===== src/rtl/oci_dct_sequencer.sv =====
// oci_dct_sequencer: round-robin packs 3-bit addr/data trace symbols into a 30-bit frame and sequences end-of-test drain.
// Latency: an accepted symbol appears in dct_buffer/dct_count after 1 cycle; a frame is valid the cycle after the 10th accept.
// Backpressure: both symbol readies drop while a frame waits on frame_ready, and in DONE; frame contents stay stable until the handshake.
//
// Ports:
//   clk, reset                  clock, async active-high reset
//   addr_sym_valid/sym/ready    address-trace symbol source
//   data_sym_valid/sym/ready    data-trace symbol source
//   test_ending                 level request to drain and stop
//   frame_valid/ready/data/count  frame output handshake (count 1..10)
//   dct_buffer, dct_count       live packing register and symbol count
//   test_has_ended              sticky drain-complete flag
module oci_dct_sequencer #(
  parameter int IDLE_FLUSH = 64
) (
  input  logic        clk,
  input  logic        reset,
  input  logic        addr_sym_valid,
  input  logic [2:0]  addr_sym,
  output logic        addr_sym_ready,
  input  logic        data_sym_valid,
  input  logic [2:0]  data_sym,
  output logic        data_sym_ready,
  input  logic        test_ending,
  output logic        frame_valid,
  input  logic        frame_ready,
  output logic [29:0] frame_data,
  output logic [3:0]  frame_count,
  output logic [29:0] dct_buffer,
  output logic [3:0]  dct_count,
  output logic        test_has_ended
);

  localparam logic [1:0] S_FILL = 2'd0;
  localparam logic [1:0] S_EMIT = 2'd1;
  localparam logic [1:0] S_DONE = 2'd2;

  localparam int             IW        = 16;
  localparam bit             IDLE_EN   = (IDLE_FLUSH != 0);
  localparam logic [IW-1:0]  IDLE_LAST = IW'(IDLE_FLUSH - 1);

  logic [1:0]    r_state;
  logic [29:0]   r_buf;
  logic [3:0]    r_cnt;
  logic [IW-1:0] r_idle;
  logic          r_last_addr;   // 1: last accept came from addr, 0: from data
  logic          r_ending_pend;

  logic          w_arb;
  logic          w_gnt_a;
  logic          w_gnt_d;
  logic          w_acc;
  logic [2:0]    w_sym;
  logic          w_idle_fire;

  // Readies are gated by reset so every output reads 0 while reset is held,
  // even though the state register already sits in FILL.
  assign w_arb   = (r_state == S_FILL) && !test_ending && !reset;
  // On a contest, the source that did not win last time gets the grant.
  assign w_gnt_a = w_arb && addr_sym_valid && (!data_sym_valid || !r_last_addr);
  assign w_gnt_d = w_arb && data_sym_valid && !w_gnt_a;
  assign w_acc   = w_gnt_a || w_gnt_d;
  assign w_sym   = w_gnt_a ? addr_sym : data_sym;

  // Fires on the IDLE_FLUSH-th consecutive non-accepting cycle with data held.
  assign w_idle_fire = IDLE_EN && (r_cnt != 4'd0) && (r_idle == IDLE_LAST) && !w_acc;

  always_ff @(posedge clk or posedge reset) begin
    if (reset) begin
      r_state       <= S_FILL;
      r_buf         <= '0;
      r_cnt         <= '0;
      r_idle        <= '0;
      r_last_addr   <= 1'b0;
      r_ending_pend <= 1'b0;
    end else begin
      case (r_state)
        S_FILL: begin
          if (test_ending) begin
            // Ending wins over any symbol offered in the same cycle.
            r_idle <= '0;
            if (r_cnt != 4'd0) begin
              r_state       <= S_EMIT;
              r_ending_pend <= 1'b1;
            end else begin
              r_state <= S_DONE;
            end
          end else if (w_acc) begin
            r_buf       <= {r_buf[26:0], w_sym};
            r_cnt       <= r_cnt + 4'd1;
            r_last_addr <= w_gnt_a;
            r_idle      <= '0;
            if (r_cnt == 4'd9) begin
              r_state <= S_EMIT;
            end
          end else if (w_idle_fire) begin
            r_state <= S_EMIT;
            r_idle  <= '0;
          end else if (r_cnt != 4'd0) begin
            r_idle <= r_idle + 1'b1;
          end
        end
        S_EMIT: begin
          if (test_ending) begin
            r_ending_pend <= 1'b1;
          end
          if (frame_ready) begin
            r_buf   <= '0;
            r_cnt   <= '0;
            r_state <= (r_ending_pend || test_ending) ? S_DONE : S_FILL;
          end
        end
        S_DONE: begin
          r_state <= S_DONE;
        end
        default: begin
          r_state <= S_FILL;
        end
      endcase
    end
  end

  assign addr_sym_ready = w_gnt_a;
  assign data_sym_ready = w_gnt_d;
  assign frame_valid    = (r_state == S_EMIT);
  assign frame_data     = r_buf;
  assign frame_count    = r_cnt;
  assign dct_buffer     = r_buf;
  assign dct_count      = r_cnt;
  assign test_has_ended = (r_state == S_DONE);

endmodule


===== config.mk =====
export PLATFORM = sky130hd
export DESIGN_NAME = oci_dct_sequencer
export DESIGN_NICKNAME = d
export VERILOG_FILES = /design/src/rtl/oci_dct_sequencer.sv
export SDC_FILE = /design/constraint.sdc
export NUM_CORES = 1
export LEC_CHECK = 0
export CAP_MARGIN = 5
export CORE_MARGIN = 5
export CORE_UTILIZATION = 28
export DETAILED_ROUTE_END_ITERATION = 6
export PLACE_DENSITY = 0.59
export SLEW_MARGIN = 25
export SYNTH_ARGS = -nofsm -noshare
export SYNTH_HDL_FRONTEND = slang
export SYNTH_SLANG_ARGS = --single-unit
export TNS_END_PERCENT = 5

===== constraint.sdc =====
create_clock -name clk -period 2.6 [get_ports clk]
set_input_delay 0.39 -clock clk [delete_from_list [all_inputs] [get_ports clk]]
set_output_delay 0.39 -clock clk [all_outputs]
set_load 0.03 [all_outputs]

Word-level counts from Yosys, hierarchy flattened

Index checks and enable logic that the tools add are counted.

$add $sub $neg: 2
$mul: 0
Divide/modulo/power cells: 0
Magnitude comparators: 0
Equal/unequal tests: 12
Shift operators: 0
Mux-type cells: 25
Bitwise gates (word level): 1
Reduce and logical (&&, ||, !) cells: 26

Operator list:

| kind                                                                     | count |
|---|---|
| 30-bit two-way mux                                                       | 3 |
| 16-bit two-way mux                                                       | 4 |
| 30-bit one-hot mux with 2 select lines                                   | 1 |
| 16-bit by 1-bit adder with 16-bit output (second input constant)         | 1 |
| 16-bit by 6-bit equality test with 1-bit output (second input constant)  | 1 |
| 2-bit two-way mux                                                        | 7 |
| 4-bit two-way mux                                                        | 3 |
| 1-bit logical AND                                                        | 8 |
| 2-bit inequality test (second input constant)                            | 4 |
| 4-bit one-hot mux with 2 select lines                                    | 1 |
| 4-bit AND reduction                                                      | 2 |
| 4-bit nonzero test                                                       | 2 |
| 1-bit zero test                                                          | 6 |
| 2-bit one-hot mux with 3 select lines                                    | 1 |
| 3-bit AND reduction                                                      | 2 |
| 4-bit by 1-bit adder with 4-bit output (second input constant)           | 1 |
| 4-bit equality test (second input constant)                              | 1 |
| 2-bit by 1-bit inequality test with 1-bit output (second input constant) | 2 |
| 4-bit by 3-bit inequality test with 1-bit output (second input constant) | 1 |
| 4-bit inequality test (second input constant)                            | 1 |
| 1-bit logical OR                                                         | 3 |
| 1-bit two-way mux                                                        | 3 |
| 3-bit two-way mux                                                        | 1 |
| 2-bit by 1-bit equality test with 1-bit output (second input constant)   | 1 |
| 6 further kinds                                                          | 6 |

Register bits: 54
Latch bits: 0
Bits in writable memories: 0
ROM bits: 0
Input bits: 12
Output and inout bits: 72
Word-level logic and storage cells: 72
Memories kept: 0

Depth between registers and ports, before layout

Gate-level depths: netlist of the first run.

Depth after elaboration: 14
Mapped depth: 7
Depth with buffers taken out: 6

Worst setup path after synthesis of the first run

No wires, ideal clock.

Path type: input-to-output
Start: input test_ending
End: output data_sym_ready
Data arrival time: 1.586 ns
Data required time: 2.210 ns
Slack: 0.624 ns
Stages: 5
Path buffers: 1
Path through: buf_4 > nor4_4 > nand3_1 > inv_1 > nor2_1

Word-level cells in the longest chain between the ends: 7
Elaborated cells on any way between the ends: 8
Classes of those cells: 8 x reduce/logical

RTL lines:

| what                           | line | source |
|---|---|---|
| from (decl)                    | 24   | `input logic test_ending,` |
| 1-bit zero test                | 58   | `assign w_arb = (r_state == S_FILL) && !test_ending && !reset;` |
| 1-bit logical AND (2 in a row) | 58   |  |
| 1-bit logical AND (2 in a row) | 60   | `assign w_gnt_a = w_arb && addr_sym_valid && (!data_sym_valid \|\| !r_last_addr);` |
| via addr_sym_ready             | 20   | `output logic addr_sym_ready,` |
| 1-bit zero test                | 61   | `assign w_gnt_d = w_arb && data_sym_valid && !w_gnt_a;` |
| 1-bit logical AND              | 61   |  |
| to (decl)                      | 23   | `output logic data_sym_ready,` |

The timed path passes the listed nets, and every way through them passes these cells.

Worst setup path after layout of the first run

Start: register r_state[1]
End: output frame_valid

Word-level cells in the longest chain between the ends: 1

RTL lines:

| what                                           | line | source |
|---|---|---|
| from (decl)                                    | 42   | `logic [1:0] r_state;` |
| from (signal assigned)                         | 110  | `r_state <= (r_ending_pend \|\| test_ending) ? S_DONE : S_FILL;` |
| 2-bit by 1-bit equality test with 1-bit output | 125  | `assign frame_valid = (r_state == S_EMIT);` |
| to (decl)                                      | 25   | `output logic frame_valid,` |

Every way passes these cells.

==> results of run 1 <==
## Yosys cell counts (all sizes together)
master,count
nor2,9
o2111ai,4
and3b,1
or3,1
o22ai,1
and2b,2
a311oi,1
o211ai,2
nand3,6
o31a,5
nor3,1
clkbuf,5
or3b,1
nand2,28
a221o,2
ha,4
o21a,2
nand3b,1
or2,2
or4,1
nand2b,3
dfrtp,54
o21ba,1
and3,1
a22o,29
and2,3
o31ai,2
a21oi,3
mux2i,3
nor2b,3
inv,11
o21ai,16
nor4,11
and4,1
a31oi,2
nand4,4
o221ai,10
nor3b,1
buf,42
## final timing paths
path                              start          end  slack, ps  depth (start not counted)
max reg2reg                dct_count[1]   r_idle[10]        430                          7
min in group clk            r_last_addr  r_last_addr        500                          2
max in group asynchronous         reset    r_idle[1]       1670                          3
max                          r_state[1]  frame_valid        380                          2
min reg2reg                 r_last_addr  r_last_addr        500                          2
min                               reset  r_last_addr        420                          2
## cells by family (layout without fill, tap and decap cells)
logic type | Yosys count | in the layout | synth area share (%)
AND/OR/NAND/NOR | 80 | 80 | 15.6
adder cells (fa/ha/maj) | 4 | 4 | 1.74
buffers and inverters | 58 | 115 | 12.9
AO/OA/AOI/OAI | 80 | 80 | 21.9
multiplexers | 3 | 3 | 1.04
flip-flops | 54 | 54 | 46.9
## worst max-delay path, cell delays in order (launching register included)
cell and delay [ps]:
dfrtp_1 490, and2b_1 310, clkdlybuf4s50_1 710
## area by class of cell
cell class	count	area [um2]	area share (%)
Sequential cell	54	1350	35.5
Multi-Input combinational cell	167	1160	30.5
Timing Repair Buffer	96	966	25.4
Tap cell	136	170	4.47
Clock buffer	5	68.8	1.81
Clock inverter	3	47.5	1.25
Inverter	11	41.3	1.08
## repair_timing
item | in CTS | in global routing
hold buffers | 0 | 0
resized for setup | 0 | 1
setup endpoints to repair | 0 | 1
buffers inserted | 0 | 0
## through the flow
step	power, mW	hold WS, ps	util [%]
2_1_floorplan	2.23	429	-
3_5_place_dp	2.77	470	36.2
3_3_place_gp	2.76	454	36.2
6_report	3.33	425	37.4
5_1_grt	3.52	450	37.4
4_1_cts	3.37	429	37.3
## flip-flops by register name (all words and copies together) (netlist names)
| signal | cells |
|---|---|
| r_idle | 16 |
| r_last_addr | 1 |
| r_ending_pend | 1 |
| r_state | 2 |
| dct_buffer | 30 |
| dct_count | 4 |
## power by group through the flow
| stage | sequential, mW | clock, mW | combinational [mW] |
|---|---|---|---|
| after CTS | 1.18 | 0.618 | 1.57 |
| after floorplan | 1.39 | 0 | 0.839 |
| after global placement | 1.20 | 0 | 1.56 |
| final | 1.18 | 0.600 | 1.55 |
| after detailed placement | 1.20 | 0 | 1.57 |
| after global routing | 1.22 | 0.655 | 1.65 |
## metal layers
metal  vias to the layer above  wire length [um]  part of all wire (%)
met3                         4               496                   7.0
met5                         -                 0                     0
met2                        82              3270                    46
li1                       1117                 -                     -
met4                         0                81                   1.1
met1                      1146              3260                    46
==> metrics.txt, run 1 <==
total track usage 11.5%; Cell Int Power 1.93 mW; clk slew on worst S/H paths 110 ps; via count 2,349; Final Max Tran Viols 0; die footprint 0.0124 mm2; largest net degree at the start of global routing 45; sequential element share of the synthesized area 46.9%; crit end category output pin; Max Clock Skew 5.32 ps; Pwr Density 875 mW/mm2; worst-skew pair later-pin latency 310 ps; worst relative slew slack 52.6%; Gate Count Post-Synth 279; initial drt markers 107; Slew @ Worst Pin 709 ps; Synth cell types 49; final instance area 0.00381 mm2; CTS Buf Count 5; initial core utilization 28.3%; vias in the first global route 2,312; # fillers 1,012; Avg Vias per Cell 4.98; Most Crowded Layer GR met2; placed cell count 464; final setup margin 384 ps; PortBufs 83; M2 GR Usage 18.7%; Rows 37; Sw Share 42.1%; final RePlAce weighted congestion 0.739; switching power 1.40 mW; core box area 0.0102 mm2; commonest non-fill, non-tap cells in the layout 81 x clkdlybuf4s50_1, 54 x dfrtp_1, 29 x a22o_1; Gate power share 46.5%; WP data required 2210 ps; Mapped Area 0.00288 mm2; share of cells above drive strength 1 9.52%; Hold Path Class in -> async; # IOs 84; sequential power share 35.5%; nets 351; VDD IR max 375 uV; diode count 0; DRC 0; fin cells 472; CTS HTree Levels 2; Final Cycle Share 85.2%; clk buf depth 2; drt wl/cell 15.0 um; status completed; post-detail-place hpwl 5.13 mm; met1 Usage GRT 15.2%; most common cell after layout, fill and taps aside clkdlybuf4s50_1; TritonCTS clock tree yes; cell accounting for the most synthesized area dfrtp_1; Syn Nets 295; initial antenna violation count 0; RSZ-0062 raised after global routing no; Setup CP Type reg -> out; final wirelength 7.10 mm; CTS root buf clkbuf_8; Fmax 0.451 GHz; Clk network pwr share 18.0%; Post-Route Setup TNS 0 ps; #FFs+latches synth 54; CTS sink count 54; Period minus WS final 2220 ps; WP data arrival 1830 ps; share of the synthesized area in the top cell type 46.9%; Synth warnings 0; CP Max Fanout 8; Setup-failing EPs final 0; die height 111 um; Avg Cell Area, Syn 10.3 um2; P_leak 1.61 nW; M3 GR Usage 3.04%; placed cell area 0.00369 mm2; Final ANT Viol Nets 0; Chip Width 111 um; top post-synthesis cells by area dfrtp_1 47%, buf_4 9.9%, a22o_1 8.8%, nand2_1 3.6%, o221ai_1 3.0%; DR pass1 iterations 4; Final Hold Viols 0; worst slack, placed 30.3 ps; max_cap viols 0; area delta synth->final 32.0%; global-route wire length before repair 12.1 mm; crit path launch type flop; GR Overflow Total 0
Note: power is estimated with default switching activity, not from simulation.
==> inputs of run 2 (changes only) <==
--- a/config.mk
+++ b/config.mk
@@ -10,7 +10,6 @@
 export CORE_UTILIZATION = 28
 export DETAILED_ROUTE_END_ITERATION = 6
 export PLACE_DENSITY = 0.59
-export SLEW_MARGIN = 25
 export SYNTH_ARGS = -nofsm -noshare
 export SYNTH_HDL_FRONTEND = slang
 export SYNTH_SLANG_ARGS = --single-unit
==> results of run 2 <==
The final DEF is identical to that of run 1; final timing and power are the same.
==> inputs of run 3 (changes only) <==
--- a/config.mk
+++ b/config.mk
@@ -6,7 +6,7 @@
 export NUM_CORES = 1
 export LEC_CHECK = 0
 export CAP_MARGIN = 5
-export CORE_MARGIN = 5
+export CORE_MARGIN = 3
 export CORE_UTILIZATION = 28
 export DETAILED_ROUTE_END_ITERATION = 6
 export PLACE_DENSITY = 0.59
==> metrics.txt, run 3 (synthesis results as in run 1) <==
Hold Path Depth 1; post-detail-place hpwl 5.08 mm (-0.96%); max_cap viols 0 (unchanged); die footprint 0.0116 mm2 (-7.0%); Max Clock Skew 7.00 ps (+1.67 ps); initial drt markers 121 (+13%); # IOs 84 (unchanged); initial core utilization 29.1% (+0.79 points); CTS Buf Count 5 (unchanged); CTS sink count 54 (unchanged); DR pass1 iterations 4 (unchanged); CP top delay family buffers and inverters; WP data required 2210 ps (about the same); final wirelength 6.94 mm (-2.3%); placed cell count 462 (-0.43%); Pwr Density 856 mW/mm2 (-2.2%); Slew @ Worst Pin 549 ps (-161 ps); die height 107 um (-3.6%); Setup-failing EPs final 0 (unchanged); critical-path cell list and2b_1 -> clkdlybuf4s50_1; Rows 36 (-2.7%); PortBufs 83 (unchanged); crit end category output pin; GR Overflow Total 0 (unchanged); Final Hold Viols 0 (unchanged); clk buf depth 2 (unchanged); Chip Width 107 um (-3.6%); max FFs per register 30 (unchanged); CP max-delay cell clkdlybuf4s50_1; share of cells above drive strength 1 9.79% (+0.27 points); global-route wire length before repair 11.4 mm (-5.3%); drt wl/cell 14.8 um (-1.9%); DRC 0 (unchanged); Avg Vias per Cell 5.05 (+1.5%); RSZ-0062 raised after global routing no; worst r2r path cells 6 (-1); initial antenna violation count 0 (unchanged); Setup CP Type reg -> out; commonest non-fill, non-tap cells in the layout 81 x clkdlybuf4s50_1, 54 x dfrtp_1, 29 x a22o_1; Final Max Tran Viols 0 (unchanged); Period minus WS final 2210 ps (-10.4 ps); Fmax 0.453 GHz (+0.47%); total track usage 12.2% (+0.64 points); placed cell area 0.00367 mm2 (-0.58%); worst-skew pair later-pin latency 310 ps (about the same); critical path depth 2 (unchanged); worst slack, placed 51.0 ps (+20.6 ps); Hold WS 487 ps (+62.5 ps); CTS root buf clkbuf_8; max incr delay on CP 710 ps (about the same); area delta synth->final 30.6%; largest net degree at the start of global routing 30 (-33%); CTS HTree Levels 2 (unchanged); crit path launch type flop; core box area 0.00991 mm2 (-2.7%); Post-Route Setup TNS 0 ps (unchanged); VDD IR max 432 uV (+15%); via count 2,374 (+1.1%); worst relative slew slack 63.4% (+11 points); final setup margin 395 ps (+10.4 ps); WP data arrival 1820 ps (about the same); vias in the first global route 2,195 (-5.1%); TritonCTS clock tree yes; fin cells 470 (-0.42%); CP Max Fanout 8 (unchanged); nets 352 (+0.28%); Final ANT Viol Nets 0 (unchanged); Final Cycle Share 84.8% (-0.40 points); diode count 0 (unchanged); P_leak 1.60 nW (-0.67%); final instance area 0.00377 mm2 (-1.1%); most common cell after layout, fill and taps aside clkdlybuf4s50_1; clk slew on worst S/H paths 110 ps (about the same); critical path buffer and inverter count 1 (unchanged); final RePlAce weighted congestion 0.760 (+2.8%); Hold Path Class reg -> reg; status completed
-- run 3: path summary, 6_finish.rpt --
kind                          startpoint             end  slack (ps)
setup / recovery              r_state[1]     frame_valid         390
hold / removal             r_ending_pend   r_ending_pend         490
setup reg to reg            dct_count[0]      r_idle[15]         480
hold reg to reg            r_ending_pend   r_ending_pend         490
max in group asynchronous          reset  dct_buffer[26]        1480
min in group asynchronous          reset   dct_buffer[2]         570
-- run 3: through the flow --
step | power (mW) | util (%)
floorplan | 2.23 | -
global placement | 2.75 | 37.0
detailed placement | 2.75 | 37.0
CTS | 3.28 | 38.0
global route | 3.42 | 38.0
finish | 3.22 | 38.0
-- run 3: metal layers --
metal	routed length (um)	vias up	share of wire, %	track usage, %
li1	-	1126	-	-
met1	3080	1155	44	16.4
met2	3320	82	48	20.2
met3	444	11	6.4	2.16
met4	99	0	1.4	2.98
met5	0	-	0	0
-- run 3: layout make-up --
class	instances	area, um2
Clock buffer	5	68.8
Clock inverter	3	28.8
Inverter	11	41.3
Sequential cell	54	1350
Tap cell	133	166
Fill cell	962	6140
Multi-Input combinational cell	167	1160
Timing Repair Buffer	97	948
-- run 3: where the power goes --
| group | leakage [nW] | total [mW] | switching, mW | internal, mW |
|---|---|---|---|---|
| registers | 0.734 | 1.19 | 0.204 | 0.990 |
| logic | 0.815 | 1.52 | 0.878 | 0.644 |
| clock network | 0.0506 | 0.508 | 0.306 | 0.202 |
| total | 1.60 | 3.22 | 1.39 | 1.84 |
-- run 3: what timing repair did --
item | 4_1_cts | 5_1_grt
endpoints found under the hold margin | 0 | 0
resized for setup | 0 | 1
setup endpoints to repair | 0 | 1
hold buffers | 0 | 0
setup buffers | 0 | 0
